## config.mk

```make
export PLATFORM = sky130hd
export DESIGN_NAME = alu_sequencer_flat
export DESIGN_NICKNAME = d
export VERILOG_FILES = /design/src/rtl/alu_sequencer_if.sv /design/src/rtl/alu_sequencer.sv /design/src/flat_wrapper.sv
export SDC_FILE = /design/constraint.sdc
export NUM_CORES = 1
export LEC_CHECK = 0
export BUFFER_PORTS_ARGS = -buffer_cell sky130_fd_sc_hd__buf_4
export CAP_MARGIN = 10
export CELL_PAD_IN_SITES_DETAIL_PLACEMENT = 0
export CELL_PAD_IN_SITES_GLOBAL_PLACEMENT = 1
export CORE_MARGIN = 2
export CORE_UTILIZATION = 32
export CTS_CLUSTER_SIZE = 8
export DETAILED_ROUTE_END_ITERATION = 10
export GPL_ROUTABILITY_DRIVEN = 1
export PLACE_DENSITY_LB_ADDON = 0.1
export SYNTH_ARGS = -nofsm -noshare
export SYNTH_HDL_FRONTEND = slang
export SYNTH_SLANG_ARGS = --single-unit
```

## constraint.sdc

```tcl
create_clock -name clk -period 7.4 [get_ports clk]
set_input_delay 1.11 -clock clk [delete_from_list [all_inputs] [get_ports clk]]
set_output_delay 1.11 -clock clk [all_outputs]
set_load 0.03 [all_outputs]
```

## src/rtl/alu_sequencer_if.sv

```systemverilog
`default_nettype none
// ============================================================================
//  Module      : alu_sequencer_if
//  Description : Request/result bundle between the control unit, the
//                multi-cycle execute controller and the external ALU.
//  Revision    : 1.0 - initial release
// ============================================================================
interface alu_sequencer_if #(
  parameter int WIDTH = 16
);
  logic             start;
  logic [3:0]       alucontrol;
  logic [WIDTH-1:0] a;
  logic [WIDTH-1:0] b;
  logic [WIDTH-1:0] alu_y;
  logic [3:0]       alu_ctl;
  logic [WIDTH-1:0] alu_a;
  logic [WIDTH-1:0] alu_b;
  logic             in_ready;
  logic             busy;
  logic             done;
  logic [WIDTH-1:0] result;
  logic [WIDTH-1:0] hi;
  logic             dz;

  // Control unit plus external ALU side
  modport master (
    output start, alucontrol, a, b, alu_y,
    input  alu_ctl, alu_a, alu_b, in_ready, busy, done, result, hi, dz
  );

  // Sequencer side
  modport slave (
    input  start, alucontrol, a, b, alu_y,
    output alu_ctl, alu_a, alu_b, in_ready, busy, done, result, hi, dz
  );
endinterface
`default_nettype wire

```

## src/rtl/alu_sequencer.sv

```systemverilog
`default_nettype none
// ============================================================================
//  Module      : alu_sequencer
//  Description : Multi-cycle execute controller. Simple ops are routed through
//                the external combinational ALU; multiply (shift-add) and
//                divide (restoring) iterate internally over WIDTH cycles.
//  Revision    : 1.0 - initial release
// ============================================================================
module alu_sequencer #(
  parameter int WIDTH = 16
) (
  input  logic          clk,
  input  logic          reset,
  alu_sequencer_if.slave bus
);

  localparam int         c_CW  = $clog2(WIDTH + 1);
  localparam logic [3:0] c_MUL = 4'b0010;
  localparam logic [3:0] c_DIV = 4'b0011;

  typedef enum logic [2:0] {
    S_IDLE = 3'd0,
    S_ALU  = 3'd1,
    S_MUL  = 3'd2,
    S_DIV  = 3'd3,
    S_DONE = 3'd4
  } state_t;

  state_t           r_state;
  state_t           w_next;
  logic [3:0]       r_ctl;
  logic [WIDTH-1:0] r_a;
  logic [WIDTH-1:0] r_b;
  logic [c_CW-1:0]  r_cnt;
  // Shared accumulator: MUL uses {P_hi, P_lo}, DIV uses {R, Q}
  logic [WIDTH-1:0] r_acc_hi;
  logic [WIDTH-1:0] r_acc_lo;
  logic [WIDTH-1:0] r_result;
  logic [WIDTH-1:0] r_hi;
  logic             r_dz;

  logic             w_last;
  logic             w_b_zero;
  logic [WIDTH:0]   w_mul_sum;
  logic [WIDTH-1:0] w_mul_hi;
  logic [WIDTH-1:0] w_mul_lo;
  logic [WIDTH:0]   w_div_sh;
  logic             w_div_ge;
  logic [WIDTH-1:0] w_div_rem;
  logic [WIDTH-1:0] w_div_quo;

  assign w_last   = (r_cnt == c_CW'(1));
  assign w_b_zero = (r_b == '0);

  // Multiply step: the add keeps its carry so the shift brings it into P_hi
  assign w_mul_sum = {1'b0, r_acc_hi} + (r_acc_lo[0] ? {1'b0, r_a} : '0);
  assign w_mul_hi  = w_mul_sum[WIDTH:1];
  assign w_mul_lo  = {w_mul_sum[0], r_acc_lo[WIDTH-1:1]};

  // Divide step: shifted remainder needs one extra bit before the compare;
  // after subtracting it always fits back into WIDTH bits
  assign w_div_sh  = {r_acc_hi, r_acc_lo[WIDTH-1]};
  assign w_div_ge  = (w_div_sh >= {1'b0, r_b});
  assign w_div_rem = w_div_ge ? (w_div_sh[WIDTH-1:0] - r_b) : w_div_sh[WIDTH-1:0];
  assign w_div_quo = {r_acc_lo[WIDTH-2:0], w_div_ge};

  assign bus.alu_ctl  = r_ctl;
  assign bus.alu_a    = r_a;
  assign bus.alu_b    = r_b;
  assign bus.in_ready = (r_state == S_IDLE);
  assign bus.busy     = (r_state != S_IDLE);
  assign bus.done     = (r_state == S_DONE);
  assign bus.result   = r_result;
  assign bus.hi       = r_hi;
  assign bus.dz       = r_dz;

  // State register
  always_ff @(posedge clk) begin
    if (reset) begin
      r_state <= S_IDLE;
    end else begin
      r_state <= w_next;
    end
  end

  // Next-state selection
  always_comb begin
    w_next = r_state;
    case (r_state)
      S_IDLE: begin
        if (bus.start) begin
          if (bus.alucontrol == c_MUL) begin
            w_next = S_MUL;
          end else if (bus.alucontrol == c_DIV) begin
            w_next = S_DIV;
          end else begin
            w_next = S_ALU;
          end
        end
      end
      S_ALU:  w_next = S_DONE;
      S_MUL:  if (w_last) w_next = S_DONE;
      S_DIV:  if (w_b_zero || w_last) w_next = S_DONE;
      S_DONE: w_next = S_IDLE;
      default: w_next = S_IDLE;
    endcase
  end

  // Operand latch, iteration datapath and result registers
  always_ff @(posedge clk) begin
    if (reset) begin
      r_ctl    <= '0;
      r_a      <= '0;
      r_b      <= '0;
      r_cnt    <= '0;
      r_acc_hi <= '0;
      r_acc_lo <= '0;
      r_result <= '0;
      r_hi     <= '0;
      r_dz     <= 1'b0;
    end else begin
      case (r_state)
        S_IDLE: begin
          if (bus.start) begin
            r_ctl    <= bus.alucontrol;
            r_a      <= bus.a;
            r_b      <= bus.b;
            r_cnt    <= c_CW'(WIDTH);
            r_acc_hi <= '0;
            r_acc_lo <= (bus.alucontrol == c_DIV) ? bus.a : bus.b;
          end
        end
        S_ALU: begin
          r_result <= bus.alu_y;
          r_hi     <= '0;
          r_dz     <= 1'b0;
        end
        S_MUL: begin
          r_acc_hi <= w_mul_hi;
          r_acc_lo <= w_mul_lo;
          r_cnt    <= r_cnt - c_CW'(1);
          if (w_last) begin
            r_result <= w_mul_lo;
            r_hi     <= w_mul_hi;
            r_dz     <= 1'b0;
          end
        end
        S_DIV: begin
          if (w_b_zero) begin
            r_result <= '1;
            r_hi     <= r_a;
            r_dz     <= 1'b1;
            r_cnt    <= '0;
          end else begin
            r_acc_hi <= w_div_rem;
            r_acc_lo <= w_div_quo;
            r_cnt    <= r_cnt - c_CW'(1);
            if (w_last) begin
              r_result <= w_div_quo;
              r_hi     <= w_div_rem;
              r_dz     <= 1'b0;
            end
          end
        end
        default: begin
        end
      endcase
    end
  end

endmodule
`default_nettype wire

```

## src/flat_wrapper.sv

```systemverilog
// flat-port wrapper written by rule: the top's interface ports become plain ports
module alu_sequencer_flat 
#(
  parameter int WIDTH = 16
)
  (clk, reset, bus_start, bus_alucontrol, bus_a, bus_b, bus_alu_y, bus_alu_ctl, bus_alu_a, bus_alu_b, bus_in_ready, bus_busy, bus_done, bus_result, bus_hi, bus_dz);
  alu_sequencer_if #(.WIDTH(WIDTH)) bus_i ();
  input  logic clk;
  input  logic reset;
  input wire logic [$bits(bus_i.start)-1:0] bus_start;
  input wire logic [$bits(bus_i.alucontrol)-1:0] bus_alucontrol;
  input wire logic [$bits(bus_i.a)-1:0] bus_a;
  input wire logic [$bits(bus_i.b)-1:0] bus_b;
  input wire logic [$bits(bus_i.alu_y)-1:0] bus_alu_y;
  output wire logic [$bits(bus_i.alu_ctl)-1:0] bus_alu_ctl;
  output wire logic [$bits(bus_i.alu_a)-1:0] bus_alu_a;
  output wire logic [$bits(bus_i.alu_b)-1:0] bus_alu_b;
  output wire logic [$bits(bus_i.in_ready)-1:0] bus_in_ready;
  output wire logic [$bits(bus_i.busy)-1:0] bus_busy;
  output wire logic [$bits(bus_i.done)-1:0] bus_done;
  output wire logic [$bits(bus_i.result)-1:0] bus_result;
  output wire logic [$bits(bus_i.hi)-1:0] bus_hi;
  output wire logic [$bits(bus_i.dz)-1:0] bus_dz;
  assign bus_i.start = bus_start;
  assign bus_i.alucontrol = bus_alucontrol;
  assign bus_i.a = bus_a;
  assign bus_i.b = bus_b;
  assign bus_i.alu_y = bus_alu_y;
  assign bus_alu_ctl = bus_i.alu_ctl;
  assign bus_alu_a = bus_i.alu_a;
  assign bus_alu_b = bus_i.alu_b;
  assign bus_in_ready = bus_i.in_ready;
  assign bus_busy = bus_i.busy;
  assign bus_done = bus_i.done;
  assign bus_result = bus_i.result;
  assign bus_hi = bus_i.hi;
  assign bus_dz = bus_i.dz;
  alu_sequencer #(.WIDTH(WIDTH)) u_core (.clk(clk), .reset(reset), .bus(bus_i));
endmodule
```

# Yosys cells after proc, flatten, opt, wreduce, memory -nomap -nowiden
# Cells that the tools add are included.
# op_classes
add_sub_neg,3
order_cmp,1
eq_ne,12
muxes,29
reduce_logical,11
# ops
cell,n
16-bit 2-to-1 mux,13
16-bit one-hot mux with 3 select lines,4
16-bit by 17-bit adder with 17-bit output,1
17-bit by 16-bit >= comparator with 1-bit output,1
16-bit zero test,1
16-bit subtractor,1
5-bit one-hot mux with 3 select lines,1
3-bit 2-to-1 mux,4
3-bit one-hot mux with 4 select lines,1
5-bit 2-to-1 mux,2
3-bit AND reduction,3
3-bit nonzero test,3
"4-bit by 2-bit == test with 1-bit output, second input constant",2
"3-bit by 2-bit == test with 1-bit output, second input constant",2
"5-bit by 1-bit == test with 1-bit output, second input constant",1
"5-bit by 1-bit subtractor with 5-bit output, second input constant",1
"2-bit by 1-bit inequality test with 1-bit output, second input constant",2
"2-bit inequality test, second input constant",2
2-bit AND reduction,2
"3-bit by 1-bit == test with 1-bit output, second input constant",1
"3-bit == test, second input constant",1
3-bit zero test,1
"3-bit by 1-bit inequality test with 1-bit output, second input constant",1
1-bit one-hot mux with 3 select lines,1
3 further kinds,4
# word_totals
regBits,109
inputBits,55
output_inout_bits,72
elab_cells,66

# Depth between registers and ports, before layout
# logic_depth
ltp_word,5
depth_mapped,12
mapped_depth_nobuf,12

# Least setup slack after synthesis
# Ideal clock, no wire load.
# synth_timing
path_type,flip-flop to flip-flop
from,register u_core.r_b[1] (netlist: u_core.bus.alu_b[1])
to,register u_core.r_acc_hi[9]
setup_ns,0.132
arrival_ns,2.753
required_time_ns,7.268
setup_slack_ns,4.515
path_stages_with_launch,12
n_path_buf,1
synth_period_minus_slack_ns,2.885
path_cell_list,dfxtp_1 > inv_1 > ha_1 > nor2b_4 > o31a_1 > o311a_1 > o31ai_4 > nand2_4 > buf_6 > a31o_2 > a221oi_2 > nor3_1
# synth_via
elab_chain_cells,4
word_cells_on_any_way,8
classes_between,1 x add/sub; 1 x order compare; 1 x eq/ne; 3 x mux; 2 x reduce/logical
# synth_lines
item,line,text
start: declaration,alu_sequencer.sv:33,logic [WIDTH-1:0] r_b;
start signal: assignment,alu_sequencer.sv:127,r_b <= bus.b;
16-bit subtractor / 17-bit by 16-bit >= comparator with 1-bit output (equally long branches),"alu_sequencer.sv:64, alu_sequencer.sv:63",
16-bit 2-to-1 mux,alu_sequencer.sv:64,assign w_div_rem = w_div_ge ? (w_div_sh[WIDTH-1:0] - r_b) : w_div_sh[WIDTH-1:0];
16-bit 2-to-1 mux,alu_sequencer.sv:149,if (w_b_zero) begin
16-bit one-hot mux with 3 select lines,alu_sequencer.sv:122,case (r_state)
end signal: assignment,alu_sequencer.sv:139,r_acc_hi <= w_mul_hi;
end signal: assignment,alu_sequencer.sv:155,r_acc_hi <= w_div_rem;
end: declaration,alu_sequencer.sv:36,logic [WIDTH-1:0] r_acc_hi;
# Parallel ways exist; a longest one is shown, timed or not. The select of a mux whose other input is x is not followed.
# A chain may end at the register's enable or synchronous reset.

# Worst setup path in the final report
# layout_timing
from,register u_core.r_state[0]
to,register u_core.r_acc_lo[12]
# layout_via
elab_chain_cells,3
word_cells_on_any_way,8
classes_between,4 x eq/ne; 1 x mux; 3 x reduce/logical
# layout_lines
item,line,text
start: declaration,alu_sequencer.sv:29,state_t r_state;
start signal: assignment,alu_sequencer.sv:82,r_state <= w_next;
3-bit by 2-bit == test with 1-bit output / 3-bit zero test (equally long branches),alu_sequencer.sv:122,
2-bit inequality test (no source line) / 3-bit nonzero test (equally long branches),-,
3-bit AND reduction (no source line),-,
end signal: assignment,alu_sequencer.sv:130,r_acc_lo <= (bus.alucontrol == c_DIV) ? bus.a : bus.b;
end signal: assignment,alu_sequencer.sv:140,r_acc_lo <= w_mul_lo;
end signal: assignment,alu_sequencer.sv:156,r_acc_lo <= w_div_quo;
end: declaration,alu_sequencer.sv:37,logic [WIDTH-1:0] r_acc_lo;
# Parallel ways exist; a longest one is shown, timed or not.

==> run summary <==
The maximum clock frequency came out at 0.204 GHz. The total overflow left after global routing is 0. The number of unique standard cell types used by synthesis came out at 69.

The min-delay analysis places its worst path in the category reg2reg. The count of flip-flops with a built-in enable after synthesis is 0. The clock slew seen by the registers of the worst setup and hold paths came out at 90 ps. The average size of a mapped cell came out at 7.43 µm². After synthesis, the share of flip-flops with an asynchronous set or reset is 0. The number of rows created at floorplan came out at 53. The tool flagged a number of max-cap violations equal to 0. In this run, post-CTS hold repair placed 0 buffers. The worst setup path is launched from a flip-flop.

The fraction of final layout cells sized beyond drive strength 1 is 0.167. The floorplan die area is 22700 µm². For flop-to-flop paths, the worst setup slack is 2510 ps.

The worst-case setup slack after placement is 2630 ps. The part of the total power dissipated in sequential elements came out at 0.396. The fraction of synthesized cell area taken by the top area cell type came out at 0.317. Clock tree synthesis selected as its root buffer the cell sky130_fd_sc_hd__clkbuf_16.

The post-cts sizing count is 0. The worst hold path terminates at u_core.bus.alu_ctl[2]$_SDFFE_PP0P_. In the final design database the tool counted 1109 nets. The total CTS buffers is 9.

The residual antenna-violating net count after detailed routing came out at 0. The share of total power dissipated in combinational logic is 0.310. The via count of the first global-routing pass is 6797. The final estimated routing congestion in global placement is 0.851.

The later-pin clock latency in the skew report is 370 ps. For this run, the register share of the synthesized area comes to 0.317. The summed instance area of the synthesized netlist came out at 6880 µm². The internal power contribution is 1.06 mW. The final worst clock skew came out at 15.7 ps. The number of cells on the worst hold path came out at 2. The routed length per placed instance is 20.6 µm. Data on the critical path arrives at its endpoint at 5120 ps. Summed over all nets, the switching power comes to 646 µW. Measured in cells, the most critical reg-to-reg path has a length of 8.

The highest net fanout along the worst path came out at 27. The number of sinks handled by clock tree synthesis came out at 109. The count of warnings emitted by yosys came out at 0. The repair_antennas step left the layout with diodes totalling 0. The setup-violating endpoint count in the final report is 0. The floorplan step defined a core boundary enclosing 21100 µm². The smallest setup slack after layout came out at 2510 ps. The number of max-slew violations in the final report is 0.

In the routed layout, each cell is associated on average with a via count of 5.42. The maximum clock path buffer count came out at 2. By area the synthesized netlist is led by sky130_fd_sc_hd__dfxtp_1, sky130_fd_sc_hd__nand2_1, sky130_fd_sc_hd__a21oi_1. The run finished with clean final reports. TritonCTS built the clock tree. The maximum number of pins on one net before global-route repair is 89. In this run the critical register-to-register path is captured at u_core.r_acc_lo[12]$_SDFFE_PP0P_. The largest total area in the synthesized netlist belongs to sky130_fd_sc_hd__dfxtp_1. The post-synthesis instance total is 927. The final clock period utilization by the worst path came out at 0.661.

The clock network fraction of total power is 0.294. The total number of H-tree levels is 3. Headroom to the max-slew limit came out at 0.307.

The highest ir drop seen on vdd came out at 121 µV. The minimum clock period after layout came out at 4890 ps. The number of buffers inserted by post-CTS setup repair is 0. The area growth from synthesis to layout is 21.2%.

Across every metal layer, demand over resource in global routing totals 0.237. The global-route wire length before repair came out at 40400 µm. The total negative slack is 0 ps. The number of flip-flops and latches in the synthesized netlist is 109. At the pin with the least slew margin, the transition time is 1040 ps. The switching part of the total power is 0.378. The worst hold path startpoint is u_core.bus.alu_ctl[2]$_SDFFE_PP0P_. The initial detailed-routing violation count came out at 465. The number of design rule violations left after detail routing came out at 0.

The number of buffers added on ports came out at 126. The count of vias placed by the detailed router came out at 7031. The reg-to-reg critical path startpoint is u_core.r_state[0]$_SDFFE_PP0P_. The initial utilization of the core area, before any placement, comes to 0.326. The number of failing hold endpoints at the final stage is 0.

The total power per unit cell area is 205 nW/µm². For this run, the leading register cell type out of synthesis is sky130_fd_sc_hd__dfxtp_1. The die is 151 µm tall. The smallest hold slack is 467 ps. The analysis attributes to cell leakage a power of 3.39 nW.

Detailed placement ended at an HPWL of 19800 µm. The start-to-end type of the worst setup path is reg2reg. The number of antenna violations at the first check in global routing is 0. The floorplan step set the die width to 151 µm.

At the worst endpoint, the required time is 7630 ps. The top-level I/O count came out at 127. Setup repair after global routing left no endpoint under its margin. The routed design has 26700 µm of wire. The number of detailed-route iterations in the first pass is 5.

The type of destination of the critical path is a flip-flop. The post-synth net total is 1018.
[critical path: stages, from the launching register on]
cell	delay, ps
sky130_fd_sc_hd__dfxtp_1	860
sky130_fd_sc_hd__clkinv_1	700
sky130_fd_sc_hd__nor2_1	990
sky130_fd_sc_hd__nand2_1	750
sky130_fd_sc_hd__nand2_1	730
sky130_fd_sc_hd__buf_4	400
sky130_fd_sc_hd__a311oi_1	90
sky130_fd_sc_hd__a21oi_1	150
sky130_fd_sc_hd__nor2_1	50
[state kept, by name, summed over array words and instances, names as in the netlist]
name	cells
u_core.r_cnt	5
u_core.r_acc_hi	16
u_core.bus.alu_b	16
u_core.r_state	3
u_core.bus.dz	1
u_core.r_acc_lo	16
u_core.bus.alu_ctl	4
u_core.bus.result	16
u_core.bus.alu_a	16
u_core.bus.hi	16
[through the flow]
| stage | std cells | instance area [µm²] | power (mW) | util |
|---|---|---|---|---|
| floorplan | 927 | 6880 | 1.03 | - |
| global placement | 1281 | 8030 | 1.22 | 0.381 |
| detailed placement | 1281 | 8030 | 1.21 | 0.381 |
| CTS | 1297 | 8330 | 1.72 | 0.395 |
| global route | 1298 | 8350 | 1.79 | 0.396 |
| finish | 1298 | 8350 | 1.71 | 0.396 |
[worst max path at each step]
| stage | startpoint | to | slack [ps] |
|---|---|---|---|
| detailed placement | u_core.r_state[0]$_SDFFE_PP0P_ | u_core.r_acc_lo[13]$_SDFFE_PP0P_ | 2630 |
| global route | u_core.r_state[0]$_SDFFE_PP0P_ | u_core.r_acc_lo[12]$_SDFFE_PP0P_ | 1950 |
| CTS | u_core.r_state[0]$_SDFFE_PP0P_ | u_core.r_acc_lo[15]$_SDFFE_PP0P_ | 2610 |
| finish | u_core.r_state[0]$_SDFFE_PP0P_ | u_core.r_acc_lo[12]$_SDFFE_PP0P_ | 2510 |
| floorplan | u_core.bus.alu_b[1]$_SDFFE_PP0P_ | u_core.r_acc_hi[9]$_SDFFE_PP0P_ | 4520 |
| global placement | u_core.r_state[0]$_SDFFE_PP0P_ | u_core.r_acc_lo[15]$_SDFFE_PP0P_ | 2770 |
[final cells by class]
class | instances | area [µm²]
timing repair buffer | 137 | 1040
sequential | 109 | 2180
multi-input combinational | 735 | 4390
clock inverter | 7 | 75.1
tap | 275 | 344
clock buffer | 9 | 225
fill | 2300 | 12700
inverter | 26 | 97.6
[cells in the final DEF (no fill, tap or decap), types with 3 or more instances in the layout]
cell type / netlist / final
sky130_fd_sc_hd__nand2_1: 153 / 153
sky130_fd_sc_hd__buf_4: 0 / 136
sky130_fd_sc_hd__nor2_1: 113 / 113
sky130_fd_sc_hd__dfxtp_1: 109 / 109
sky130_fd_sc_hd__a21oi_1: 107 / 106
sky130_fd_sc_hd__o21ai_0: 39 / 39
sky130_fd_sc_hd__and2_1: 36 / 36
sky130_fd_sc_hd__ha_1: 34 / 34
sky130_fd_sc_hd__a211oi_1: 26 / 26
sky130_fd_sc_hd__inv_1: 25 / 25
sky130_fd_sc_hd__a311oi_1: 24 / 24
sky130_fd_sc_hd__o211ai_1: 21 / 21
sky130_fd_sc_hd__xnor2_1: 15 / 15
sky130_fd_sc_hd__a21o_1: 12 / 12
sky130_fd_sc_hd__nor3_1: 11 / 11
sky130_fd_sc_hd__o21a_1: 10 / 10
sky130_fd_sc_hd__nand3_1: 10 / 10
sky130_fd_sc_hd__o31ai_1: 9 / 9
sky130_fd_sc_hd__clkbuf_16: 0 / 9
sky130_fd_sc_hd__xor2_1: 8 / 8
sky130_fd_sc_hd__o31a_1: 8 / 8
sky130_fd_sc_hd__nor4_1: 7 / 7
sky130_fd_sc_hd__nand4_1: 6 / 6
sky130_fd_sc_hd__nor2b_1: 6 / 5
sky130_fd_sc_hd__mux2i_1: 5 / 5
sky130_fd_sc_hd__nand2b_1: 4 / 4
sky130_fd_sc_hd__nor3b_1: 4 / 4
sky130_fd_sc_hd__and3_1: 4 / 4
sky130_fd_sc_hd__a2111oi_0: 4 / 4
sky130_fd_sc_hd__o21bai_1: 3 / 3
sky130_fd_sc_hd__a31oi_1: 3 / 3
sky130_fd_sc_hd__and4_1: 3 / 3
sky130_fd_sc_hd__a31o_2: 3 / 3
sky130_fd_sc_hd__a32oi_1: 3 / 3
sky130_fd_sc_hd__or2_2: 3 / 3
sky130_fd_sc_hd__inv_6: 0 / 3
[synthesized netlist by cell type (4+ instances only)]
| library cell | n |
|---|---|
| sky130_fd_sc_hd__a2111oi_0 | 4 |
| sky130_fd_sc_hd__a211oi_1 | 26 |
| sky130_fd_sc_hd__a21o_1 | 12 |
| sky130_fd_sc_hd__a21oi_1 | 107 |
| sky130_fd_sc_hd__a311oi_1 | 24 |
| sky130_fd_sc_hd__and2_1 | 36 |
| sky130_fd_sc_hd__and3_1 | 4 |
| sky130_fd_sc_hd__clkbuf_1 | 51 |
| sky130_fd_sc_hd__dfxtp_1 | 109 |
| sky130_fd_sc_hd__ha_1 | 34 |
| sky130_fd_sc_hd__inv_1 | 25 |
| sky130_fd_sc_hd__mux2i_1 | 5 |
| sky130_fd_sc_hd__nand2_1 | 153 |
| sky130_fd_sc_hd__nand2b_1 | 4 |
| sky130_fd_sc_hd__nand3_1 | 10 |
| sky130_fd_sc_hd__nand4_1 | 6 |
| sky130_fd_sc_hd__nor2_1 | 113 |
| sky130_fd_sc_hd__nor2b_1 | 6 |
| sky130_fd_sc_hd__nor3_1 | 11 |
| sky130_fd_sc_hd__nor3b_1 | 4 |
| sky130_fd_sc_hd__nor4_1 | 7 |
| sky130_fd_sc_hd__o211ai_1 | 21 |
| sky130_fd_sc_hd__o21a_1 | 10 |
| sky130_fd_sc_hd__o21ai_0 | 39 |
| sky130_fd_sc_hd__o31a_1 | 8 |
| sky130_fd_sc_hd__o31ai_1 | 9 |
| sky130_fd_sc_hd__xnor2_1 | 15 |
| sky130_fd_sc_hd__xor2_1 | 8 |
[power groups by stage]
stage	combinational [mW]	clock [mW]	sequential [mW]
after CTS	0.528	0.516	0.676
after global routing	0.577	0.534	0.682
final	0.530	0.502	0.676
after floorplan	0.328	0	0.704
after detailed placement	0.525	0	0.689
after global placement	0.529	0	0.690
[kinds of logic after synthesis]
| family | synth area share |
|---|---|
| buf+inv | 0.0467 |
| compound gates | 0.287 |
| mux | 0.00891 |
| xor+xnor | 0.0293 |
| simple gates | 0.243 |
| flops | 0.317 |
| fa+ha+maj | 0.0676 |
[routing by layer]
layer  vias to the layer above  GRT usage  share of wire
met5                         -          0              0
met4                         0     0.0790          0.028
met3                        33     0.0379          0.047
met2                       198      0.379           0.46
met1                      3301      0.326           0.47
li1                       3499          -              -
(Power assumes the default switching activity.)
